--- src/rtl/branch_predictor_btb.sv ---
// Direct-mapped BTB with 2-bit counters; branches resolve in ID.
// Optional BPU_STATS_EN adds branch/mispredict counters.
module branch_predictor_btb #(
  parameter int ENTRIES    = 16,
  parameter int DATA_W     = 8,
  parameter int SIGNED_CMP = 0
) (
  input  logic              clk,
  input  logic              rst_n,
  input  logic [31:0]       IF_pc,
  output logic              IF_pred_taken,
  output logic [31:0]       IF_pred_target,
  input  logic              ID_valid,
  input  logic [31:0]       ID_instruction,
  input  logic [31:0]       ID_pcplus4,
  input  logic [DATA_W-1:0] ID_read_data1,
  input  logic [DATA_W-1:0] ID_read_data2,
  input  logic              ID_pred_taken,
  input  logic [31:0]       ID_pred_target,
  output logic [31:0]       pc_addr,
  output logic              pcsrc,
  output logic              IFID_flush
`ifdef BPU_STATS_EN
  ,
  output logic [15:0]       stat_branches,
  output logic [15:0]       stat_mispredicts
`endif
);

  localparam int IDX_W = $clog2(ENTRIES);
  localparam int TAG_W = 30 - IDX_W;

  typedef enum logic [2:0] {
    OP_NONE, OP_JUMP, OP_BEQ, OP_BNE, OP_BLT, OP_BGE
  } op_e;

  logic [ENTRIES-1:0] valid_q;
  logic [1:0]         ctr_q [ENTRIES];
  logic [TAG_W-1:0]   tag_q [ENTRIES];
  logic [31:0]        tgt_q [ENTRIES];

  op_e        op;
  logic [5:0] opc;
  logic       is_ctrl;
  logic       is_jump;
  logic       lt;
  logic       eq;
  logic       act_taken;
  logic [31:0] br_tgt;
  logic [31:0] jmp_tgt;
  logic [31:0] act_tgt;
  logic [31:0] id_pc;
  logic [IDX_W-1:0] id_idx;
  logic [TAG_W-1:0] id_tag;
  logic       id_hit;
  logic       mispredict;
  logic [IDX_W-1:0] if_idx;
  logic [TAG_W-1:0] if_tag;
  logic       if_hit;
  logic       unused;

  assign opc = ID_instruction[31:26];

  always_comb begin
    op = OP_NONE;
    unique case (1'b1)
      (opc == 6'b100011): op = OP_JUMP;
      (opc == 6'b000100): op = OP_BEQ;
      (opc == 6'b000001): op = OP_BNE;
      (opc == 6'b000011): op = OP_BLT;
      (opc == 6'b000101): op = OP_BGE;
      default:            op = OP_NONE;
    endcase
  end

  assign is_ctrl = (op != OP_NONE);
  assign is_jump = (op == OP_JUMP);
  assign eq = (ID_read_data1 == ID_read_data2);
  assign lt = (SIGNED_CMP != 0)
            ? ($signed(ID_read_data1) < $signed(ID_read_data2))
            : (ID_read_data1 < ID_read_data2);

  always_comb begin
    act_taken = 1'b0;
    unique case (op)
      OP_JUMP: act_taken = 1'b1;
      OP_BEQ:  act_taken = eq;
      OP_BNE:  act_taken = !eq;
      OP_BLT:  act_taken = lt;
      OP_BGE:  act_taken = !lt;
      default: act_taken = 1'b0;
    endcase
  end

  assign jmp_tgt = {ID_pcplus4[31:28], ID_instruction[25:0], 2'b00};
  assign br_tgt  = ID_pcplus4
                 + {{14{ID_instruction[15]}}, ID_instruction[15:0], 2'b00};
  assign act_tgt = is_jump ? jmp_tgt : br_tgt;

  assign id_pc  = ID_pcplus4 - 32'd4;
  assign id_idx = id_pc[IDX_W+1:2];
  assign id_tag = id_pc[31:IDX_W+2];
  assign id_hit = valid_q[id_idx] && (tag_q[id_idx] == id_tag);

  assign mispredict = ID_valid
    && ((act_taken != ID_pred_taken)
     || (act_taken && ID_pred_taken && (ID_pred_target != act_tgt)));

  assign pcsrc      = mispredict;
  assign IFID_flush = mispredict;
  assign pc_addr    = (mispredict && act_taken) ? act_tgt : ID_pcplus4;

  // Lookup reads the registered table, so a same-cycle update is not seen.
  assign if_idx = IF_pc[IDX_W+1:2];
  assign if_tag = IF_pc[31:IDX_W+2];
  assign if_hit = valid_q[if_idx] && (tag_q[if_idx] == if_tag)
               && ctr_q[if_idx][1];
  assign IF_pred_taken  = if_hit;
  assign IF_pred_target = if_hit ? tgt_q[if_idx] : IF_pc + 32'd4;

  assign unused = ^{IF_pc[1:0], id_pc[1:0]};

  always_ff @(posedge clk or negedge rst_n) begin
    if (!rst_n) begin
      valid_q <= '0;
      for (int i = 0; i < ENTRIES; i++) ctr_q[i] <= 2'b01;
    end else if (ID_valid) begin
      if (is_ctrl && id_hit) begin
        if (act_taken && ctr_q[id_idx] != 2'b11)
          ctr_q[id_idx] <= ctr_q[id_idx] + 2'b01;
        else if (!act_taken && ctr_q[id_idx] != 2'b00)
          ctr_q[id_idx] <= ctr_q[id_idx] - 2'b01;
      end else if (is_ctrl && act_taken) begin
        valid_q[id_idx] <= 1'b1;
        ctr_q[id_idx]   <= is_jump ? 2'b11 : 2'b10;
      end else if (!is_ctrl && ID_pred_taken) begin
        valid_q[id_idx] <= 1'b0;
      end
    end
  end

  // Tag/target need no reset; valid gates their use.
  always_ff @(posedge clk) begin
    if (rst_n && ID_valid && is_ctrl && act_taken) begin
      tgt_q[id_idx] <= act_tgt;
      tag_q[id_idx] <= id_tag;
    end
  end

`ifdef BPU_STATS_EN
  always_ff @(posedge clk or negedge rst_n) begin
    if (!rst_n) begin
      stat_branches    <= '0;
      stat_mispredicts <= '0;
    end else if (ID_valid) begin
      if (is_ctrl && stat_branches != 16'hFFFF)
        stat_branches <= stat_branches + 16'd1;
      if (mispredict && stat_mispredicts != 16'hFFFF)
        stat_mispredicts <= stat_mispredicts + 16'd1;
    end
  end
`endif

endmodule
--- config.mk ---
export PLATFORM = sky130hd
export DESIGN_NAME = branch_predictor_btb
export DESIGN_NICKNAME = d
export VERILOG_FILES = /design/src/rtl/branch_predictor_btb.sv
export SDC_FILE = /design/constraint.sdc
export NUM_CORES = 2
export LEC_CHECK = 0
export ABC_AREA = 1
export CAP_MARGIN = 20
export CORE_MARGIN = 8
export CORE_UTILIZATION = 33
export DETAILED_ROUTE_END_ITERATION = 12
export MAX_ROUTING_LAYER = met4
export PLACE_DENSITY = 0.48
export SYNTH_ARGS = -nofsm -noshare
export SYNTH_HDL_FRONTEND = slang
export SYNTH_SLANG_ARGS = --single-unit
--- constraint.sdc ---
create_clock -name clk -period 10.3 [get_ports clk]
set_input_delay 2.06 -clock clk [delete_from_list [all_inputs] [get_ports clk]]
set_output_delay 2.06 -clock clk [all_outputs]
set_load 0.05 [all_outputs]
* Yosys cells after proc, flatten, opt, wreduce, memory -nomap -nowiden
Memory sizes are Yosys's and may differ from the RTL's.
Index checks and enable logic that the tools add are counted.
W data, S select, Z words.
** Word-level totals
- Latch bits :: 0
- Bits in writable memories :: 928
- Input port bits :: 148
- Output and inout bits :: 67
- Memories kept :: 2
- Register bits :: 48
- Word-level logic and storage cells :: 113
- ROM bits :: 0
** Operators by class
- Order comparisons :: 7
- Divide/modulo/power cells :: 0
- Add/subtract/negate cells :: 5
- Mux-type cells :: 31
- Eq/ne operators :: 17
- Shifts and indexed selects :: 0
- Bitwise operators :: 6
- Multipliers :: 0
- Reductions and logical operators :: 28
** Memories
- tgt_q :: words 16, bits a word 32, rd ports 1, clocked after memory_dff 0, wr ports 1, line 40 : logic [31:0] tgt_q [ENTRIES];
- tag_q :: words 16, bits a word 26, rd ports 2, clocked after memory_dff 0, wr ports 1, line 39 : logic [TAG_W-1:0] tag_q [ENTRIES];
** Operators with widths (number)
- $mux W32 :: 7
- $bwmux W32 :: 3
- $eq A26 B26 Y1 :: 2
- $add A32 B3 Y32 const B :: 1
- $add A32 B32 Y32 :: 1
- $mux W16 :: 2
- $ne A32 B32 Y1 :: 1
- $sub A32 B3 Y32 const B :: 1
- $logic_and A1 B1 Y1 :: 17
- $and A16 B16 Y16 :: 1
- $bmux W2 S4 :: 2
- $not A16 Y16 :: 1
- $or A16 B16 Y16 :: 1
- $pmux W3 S5 :: 1
- $eq A6 B3 Y1 const B :: 2
- $ge A5 B5 Y1 const B :: 2
- $lt A4 B5 Y1 const B :: 2
- $mux W2 :: 5
- $not A4 Y5 :: 2
- $bmux W1 S4 :: 2
- $demux W2 S4 :: 1
- $eq A8 B8 Y1 :: 1
- $lt A8 B8 Y1 :: 1
- $eq A3 B2 Y1 const B :: 2
- other kinds (21) :: 33

* Logic depth before layout (Yosys ltp)
- Depth after elaboration :: 10
- Depth in mapped cells :: 29
- Gate-level depth less buffers :: 25

* Worst setup path after synthesis
No wires, ideal clock.
- Kind :: in2reg
- From :: input ID_pcplus4[2]
- To :: memory tag_q[10][0] in the netlist's numbering (enable)
- Arrival time :: 7.848 ns
- Path slack :: 1.907 ns
- Data required time :: 9.754 ns
- Stages on the path :: 13
- Setup time :: 0.546 ns
- Path buffers :: 5
- Cell sequence :: inv_2 buf_2 buf_2 buf_2 buf_1 ha_1 nand2_1 inv_2 nor2_8 inv_4 nand2_2 buf_2 nor3_1
** On the way
- Word-level cells in the longest chain between the ends :: 1
** RTL lines
- start, declared :: line 15 : input logic [31:0] ID_pcplus4,
- $sub A32 B3 Y32 :: line 100 : assign id_pc = ID_pcplus4 - 32'd4;
- end, declared :: line 39
No other way between the ends.

* Worst setup path after layout
- From :: input IF_pc[5]
- To :: output IF_pred_target[7]
** On the way
- Word-level cells in the longest chain between the ends :: 6
- Elaborated cells on any way between the ends :: 13
- Those cells by class :: add/sub (1); eq/ne (1); mux (6); bitwise (1); reduce/logical (2); memory (2)
** RTL lines
- start, declared :: line 10 : input logic [31:0] IF_pc,
- branches (longest 5 deep; another with $mem_v2 Z16 W26)
- $mux W32 (*) :: line 119 : assign IF_pred_target = if_hit ? tgt_q[if_idx] : IF_pc + 32'd4;
- end, declared :: line 12 : output logic [31:0] IF_pred_target,
Every way passes the cells marked *. The select of a mux whose other input is x is not followed.

==> out/metrics.yaml <==
outcome:
  status: "complete, no violations"
sta:
  max_freq_mhz: 110
  worst_slew_pin_slew_ns: 1.17
  min_period_over_period_pct: 88.4
  finalMaxSlewViolations: 0
  hold_violations: 0
  skew_ns: 0.0230
  relSlewSlack_pct: 21.4
  fin_crit_ns: 9.10
  setup_viol: 0
  rsz0062_at_grt: "no"
  timing.hold.ws_ns: 0.468
  fin_setup_tns_ns: 0
layout:
  finalNonFillerCells: 7321
  final_util_pct: 38.8
  syn2layout_area_growth_pct: 16.6
  drive_above_1_share_pct: 7.77
  nNetsFinal: 5478
clock_tree:
  cts_hold_buf: 0
  ctsRootBufferMaster: "clkbuf_16"
  h-tree-depth: 3
  cts_resized: 0
  post_cts_buffers: 0
  cts_made_buffers: 110
  clock_latency_ns: 0.72
  cts_tree: "done"
  clk_pin_slew_ns: 0.06
  cts.path.max_buffers: 3
  cts_sinks: 976
drt:
  drc: 0
  antenna_left: 0
  wire_per_inst_um: 26.3
  num_vias: 40690
  routed_wl_mm: 193
  dr.pass1.iters: 6
  vias_per_cell: 5.56
  drt_iter0_drc: 4939
global_routing:
  grt_usage_pct: 23.5
  grt_pass1_vias: 38742
  antenna_found_initial: 13
  overflow: 0
  grt_pass1_wl_mm: 275
  grt_max_degree: 215
placement:
  place_inst: 7101
  place_hpwl_mm: 119
  place.gp.congestion: 0.936
  portBuffers: 214
yosys:
  synth-main-ff-cell: "edfxtp_1"
  synth_warnings: 0
  async_reset_ff_share_pct: 4.92
  yosysSeqAreaShare_pct: 59.1
  yosysUniqueCellTypes: 55
  syn_avg_cell_area_um2: 9.52
  synth_area_um2: 49200
  postSynthCellCount: 5167
  synth_fp_nets: 5361
  synth-edff-count: 928
  synth-seq-cells: 976
critical_path:
  crit_arrival_ns: 7.04
  required_ns: 8.24
  critical_path_class: "input pin to primary output"
  critPathMaxFanout: 42
  worst_setup_path_start_kind: "input pin"
  reg2regPathDepth: 14
  timing.rr.end: "ctr_q[8]$_DFFE_PN1P_"
  rrSetupSlack_ns: 6.81
  cp-end-kind: "primary output"
run:
  maxCapViolations: 0
die:
  initial_utilization_pct: 33.3
  top_level_ports: 215
  die_h_um: 402
  die_x_um: 402
  coreArea_um2: 148000
  dieArea_um2: 162000
  rows: 141
worst_hold_path:
  worstHoldEndpoint: "ctr_q[26]$_DFFE_PN1P_"
  hold_path.class: "register to register"
  hp-start: "ctr_q[26]$_DFFE_PN1P_"
  hold_path_depth: 2
pwr:
  ir_drop_uv: 137
  totalPowerFinal_mw: 9.68
  leakagePower_nw: 21.0
  power_density_nw_per_um2: 169
worst max path at each step:
stage	from	slack [ns]	end
2_1_floorplan	ID_pcplus4[2]	1.91	tag_q[10][0]$_DFFE_PP_
3_3_place_gp	ID_pcplus4[3]	1.34	pc_addr[7]
3_5_place_dp	IF_pc[5]	1.27	IF_pred_target[7]
4_1_cts	ID_pcplus4[3]	1.22	pc_addr[7]
5_1_grt	ID_pcplus4[3]	0.91	pc_addr[8]
6_report	IF_pc[5]	1.20	IF_pred_target[7]
through the flow:
stage	worst slack [ns]	instance area (um2)
global placement	1.34	53800
global route	0.912	57300
detailed placement	1.27	53800
finish	1.20	57400
floorplan	1.91	49200
CTS	1.22	57300
state kept, by name, summed over array words and instances, names as in the netlist, named ones only:
signal	flops
tgt_q	512
tag_q	416
ctr_q	32
cells in the mapped netlist, types with 18 or more instances:
cell type  number  share of area, %
a21oi_1       299               3.0
a22oi_1        51              0.78
a32o_1         18              0.37
buf_1          21              0.16
buf_2          92              0.94
clkbuf_1      182               1.4
dfrtp_1        32               1.6
edfxtp_1      928                57
ha_1           45               1.1
inv_1         321               2.4
nand2_1       920               7.0
nand3_1       294               3.0
nand4_1        74              0.94
nor2_1        738               5.6
nor3_1         37              0.38
o211ai_1       34              0.52
o21ai_0       652               6.6
o221ai_1       77               1.4
o22ai_1        97               1.2
or2_2          21              0.27
xor2_1         67               1.2
cell type report:
| type | instances | area, um2 |
|---|---|---|
| inverter | 335 | 1280 |
| fill | 14652 | 90500 |
| clock buffer | 138 | 2870 |
| clock inverter | 69 | 608 |
| antenna | 12 | 30.0 |
| sequential | 976 | 29100 |
| timing repair buffer | 315 | 3430 |
| multi-input combinational | 3546 | 17600 |
| tap | 1930 | 2410 |
layout by cell type (no fill, tap or decap), types with 99 or more instances in the layout:
| master | count |
|---|---|
| a21oi_1 | 299 |
| buf_4 | 99 |
| clkbuf_16 | 110 |
| clkdlybuf4s50_1 | 158 |
| edfxtp_1 | 928 |
| inv_1 | 319 |
| nand2_1 | 920 |
| nand3_1 | 294 |
| nor2_1 | 737 |
| o21ai_0 | 646 |
routing by layer:
layer / GRT usage, % / up-vias / routed length [um]
met1: 33.3 / 20032 / 86800
met3: 3.73 / 298 / 15700
met5: - / - / 0
li1: - / 18503 / -
met2: 35.3 / 1857 / 85200
met4: 5.70 / 0 / 5060
report_power, final:
| part | leakage [nW] | internal, mW | switching (mW) |
|---|---|---|---|
| sequential | 8.95 | 4.45 | 0.0142 |
| clock | 1.68 | 2.15 | 1.66 |
| combinational | 10.4 | 0.387 | 1.02 |
kinds of logic (layout without fill, tap and decap cells):
logic type	Yosys count	count (layout)	share of synthesized area, %
adder cells (fa/ha/maj)	46	46	1.19
XOR/XNOR	83	83	1.51
AO/OA/AOI/OAI	1280	1280	14.8
buffers and inverters	645	857	5.28
AND/OR/NAND/NOR	2137	2137	18.1
other	0	12	0
flip-flops	976	976	59.1
critical path: stages:
cell	delay [ns]
clkdlybuf4s50_1	0.66
clkinv_2	0.62
nor2_4	0.33
buf_12	0.34
nand2_1	0.10
nand3_1	0.26
xor2_1	0.22
nand4_1	0.10
nor2_1	0.11
nand3_1	0.08
nor2_1	0.34
nand2_1	0.55
o21ai_0	0.36
clkdlybuf4s50_1	0.86
Power figures use the tool's default switching activity.
==> patch: new RTL, same flow settings <==
`SIGNED_CMP`: 0 -> 1.
--- a/src/rtl/branch_predictor_btb.sv
+++ b/src/rtl/branch_predictor_btb.sv
@@ -3,7 +3,7 @@
 module branch_predictor_btb #(
   parameter int ENTRIES    = 16,
   parameter int DATA_W     = 8,
-  parameter int SIGNED_CMP = 0
+  parameter int SIGNED_CMP = 1
 ) (
   input  logic              clk,
   input  logic              rst_n,
Formal check against the unedited RTL: not equivalent (Yosys sat finds a counterexample within 4 cycles, from zero or initial values and one cycle with rst_n low).
==> patch against the unedited design <==
Synthesized area is 2.4% higher. Wire length is 2.4% higher. Largest power group unchanged. Clock skew increased by 39 ps. Cell area up 1.9%. Worst hold slack got worse by 0.60 ps. Critical path depth did not move. Synthesized cell count grew 5.3%. Power decreased by 0.52%. Setup slack got worse by 84 ps. Critical endpoint is now IF_pred_target[24]. Sequential cell count is the same.
==> patch: results (changes against the unedited design) <==
run_status:
  outcome: "completed"
pwr:
  ir_worst_vdd_mv: 0.1450  # +6.0%
  switchingPower_mw: 2.715  # +0.72%
  p_per_area_nw_per_um2: 164.8  # -2.4%
  cellLeakagePower_nw: 21.53  # +2.6%
  clkPwrFrac: 0.386  # -0.008
global_routing:
  met2_usage: 0.3568  # +0.004208
  grt_use_met1: 0.3307  # -0.002728
  grt_start_max_net_pins: 172  # -20%
  grt_usage: 0.2364  # +0.001591
  antenna_found_initial: 12  # -1
  grt_pass1_wl_um: 279900  # +1.7%
  grtUsageMet3: 0.03458  # -0.002731
  grt_pass1_vias: 39240  # +1.3%
hold_path:
  holdPathEnd: "ctr_q[18]$_DFFE_PN1P_"
  min_from: "ctr_q[18]$_DFFE_PN1P_"
placement:
  dp_hpwl_um: 123000  # +3.2%
  post-place-ws_ps: 1207  # -62.43 ps
  placed_cells: 7474  # +5.3%
  place_congestion: 0.9477  # +1.2%
synthesis:
  synth-compound-area-share: 0.1421  # -0.005553
  synth-xor-area-share: 0.01389  # -0.001191
  muxShareOfSynthArea: 0.0002237  # +0.0002237
  synth_top_cells_by_count: "nand2_1 (1,040), edfxtp_1 (928), nor2_1 (778)"
  synthDistinctLibCells: 61  # +11%
  synth_area_per_cell_um2: 9.255  # -2.8%
  ys_seq_area_frac: 0.5777  # -0.01358
  synthTopCellsByArea: "edfxtp_1 (55%), nand2_1 (7.8%), o21ai_0 (6.7%)"
  postSynthNetCount: 5634  # +5.1%
drt:
  drt_iter0_drc: 4497  # -8.9%
  met2_length_um: 88030  # +3.3%
  num_vias: 42110  # +3.5%
  post_drt_wl_per_cell_um: 25.70  # -2.4%
  drtPass1Iterations: 7  # +1
  m1WireLength_um: 87930  # +1.3%
critical_path:
  reg2reg_to: "ctr_q[15]$_DFFE_PN0P_"
  crit_arrival_ps: 7130  # +90 ps
  path_max_fanout: 101  # +140%
  rrSetupSlack_ps: 6540  # -270 ps
layout:
  nets: 5752  # +5.0%
  drive_gt1_frac: 0.07285  # -0.004863
clocking:
  clk_latency_ps: 750  # +30 ps
sta:
  final.setup_skew_ps: 62.20  # +39.24 ps
  slew_headroom: 0.2078  # -0.006313
[patch: cell types whose count changed in the layout (fill, tap and decap cells not counted), sizes merged, moves of 14 or more]
cell and delta:
inv +37, o21ai +22, nor2 +53, nand4 +14
o211ai +21, o221ai -18, nor3 -19, nand2 +117
nand3 +51, a21oi +28
[patch: how the worst max path moves through the flow]
stage | end | slack (ps) | cells after the start
4_1_cts | pc_addr[29] | 1200 | 27
3_3_place_gp | pc_addr[26] | 1210 | 27
2_1_floorplan | pcsrc | 2740 | 18
3_5_place_dp | pc_addr[20] | 1210 | 27
6_report | IF_pred_target[24] | 1110 | 14
5_1_grt | pc_addr[17] | 790 | 27
[patch: cell type report]
cell class | count | area (µm²)
antenna | 9 | 22.52
clock buffer | 136 | 2902
clock inverter | 60 | 470.5
fill | 15290 | 93290
inverter | 374 | 1426
multi-input combinational | 3774 | 18540
sequential | 976 | 29090
tap | 2030 | 2540
timing repair buffer | 322 | 3438
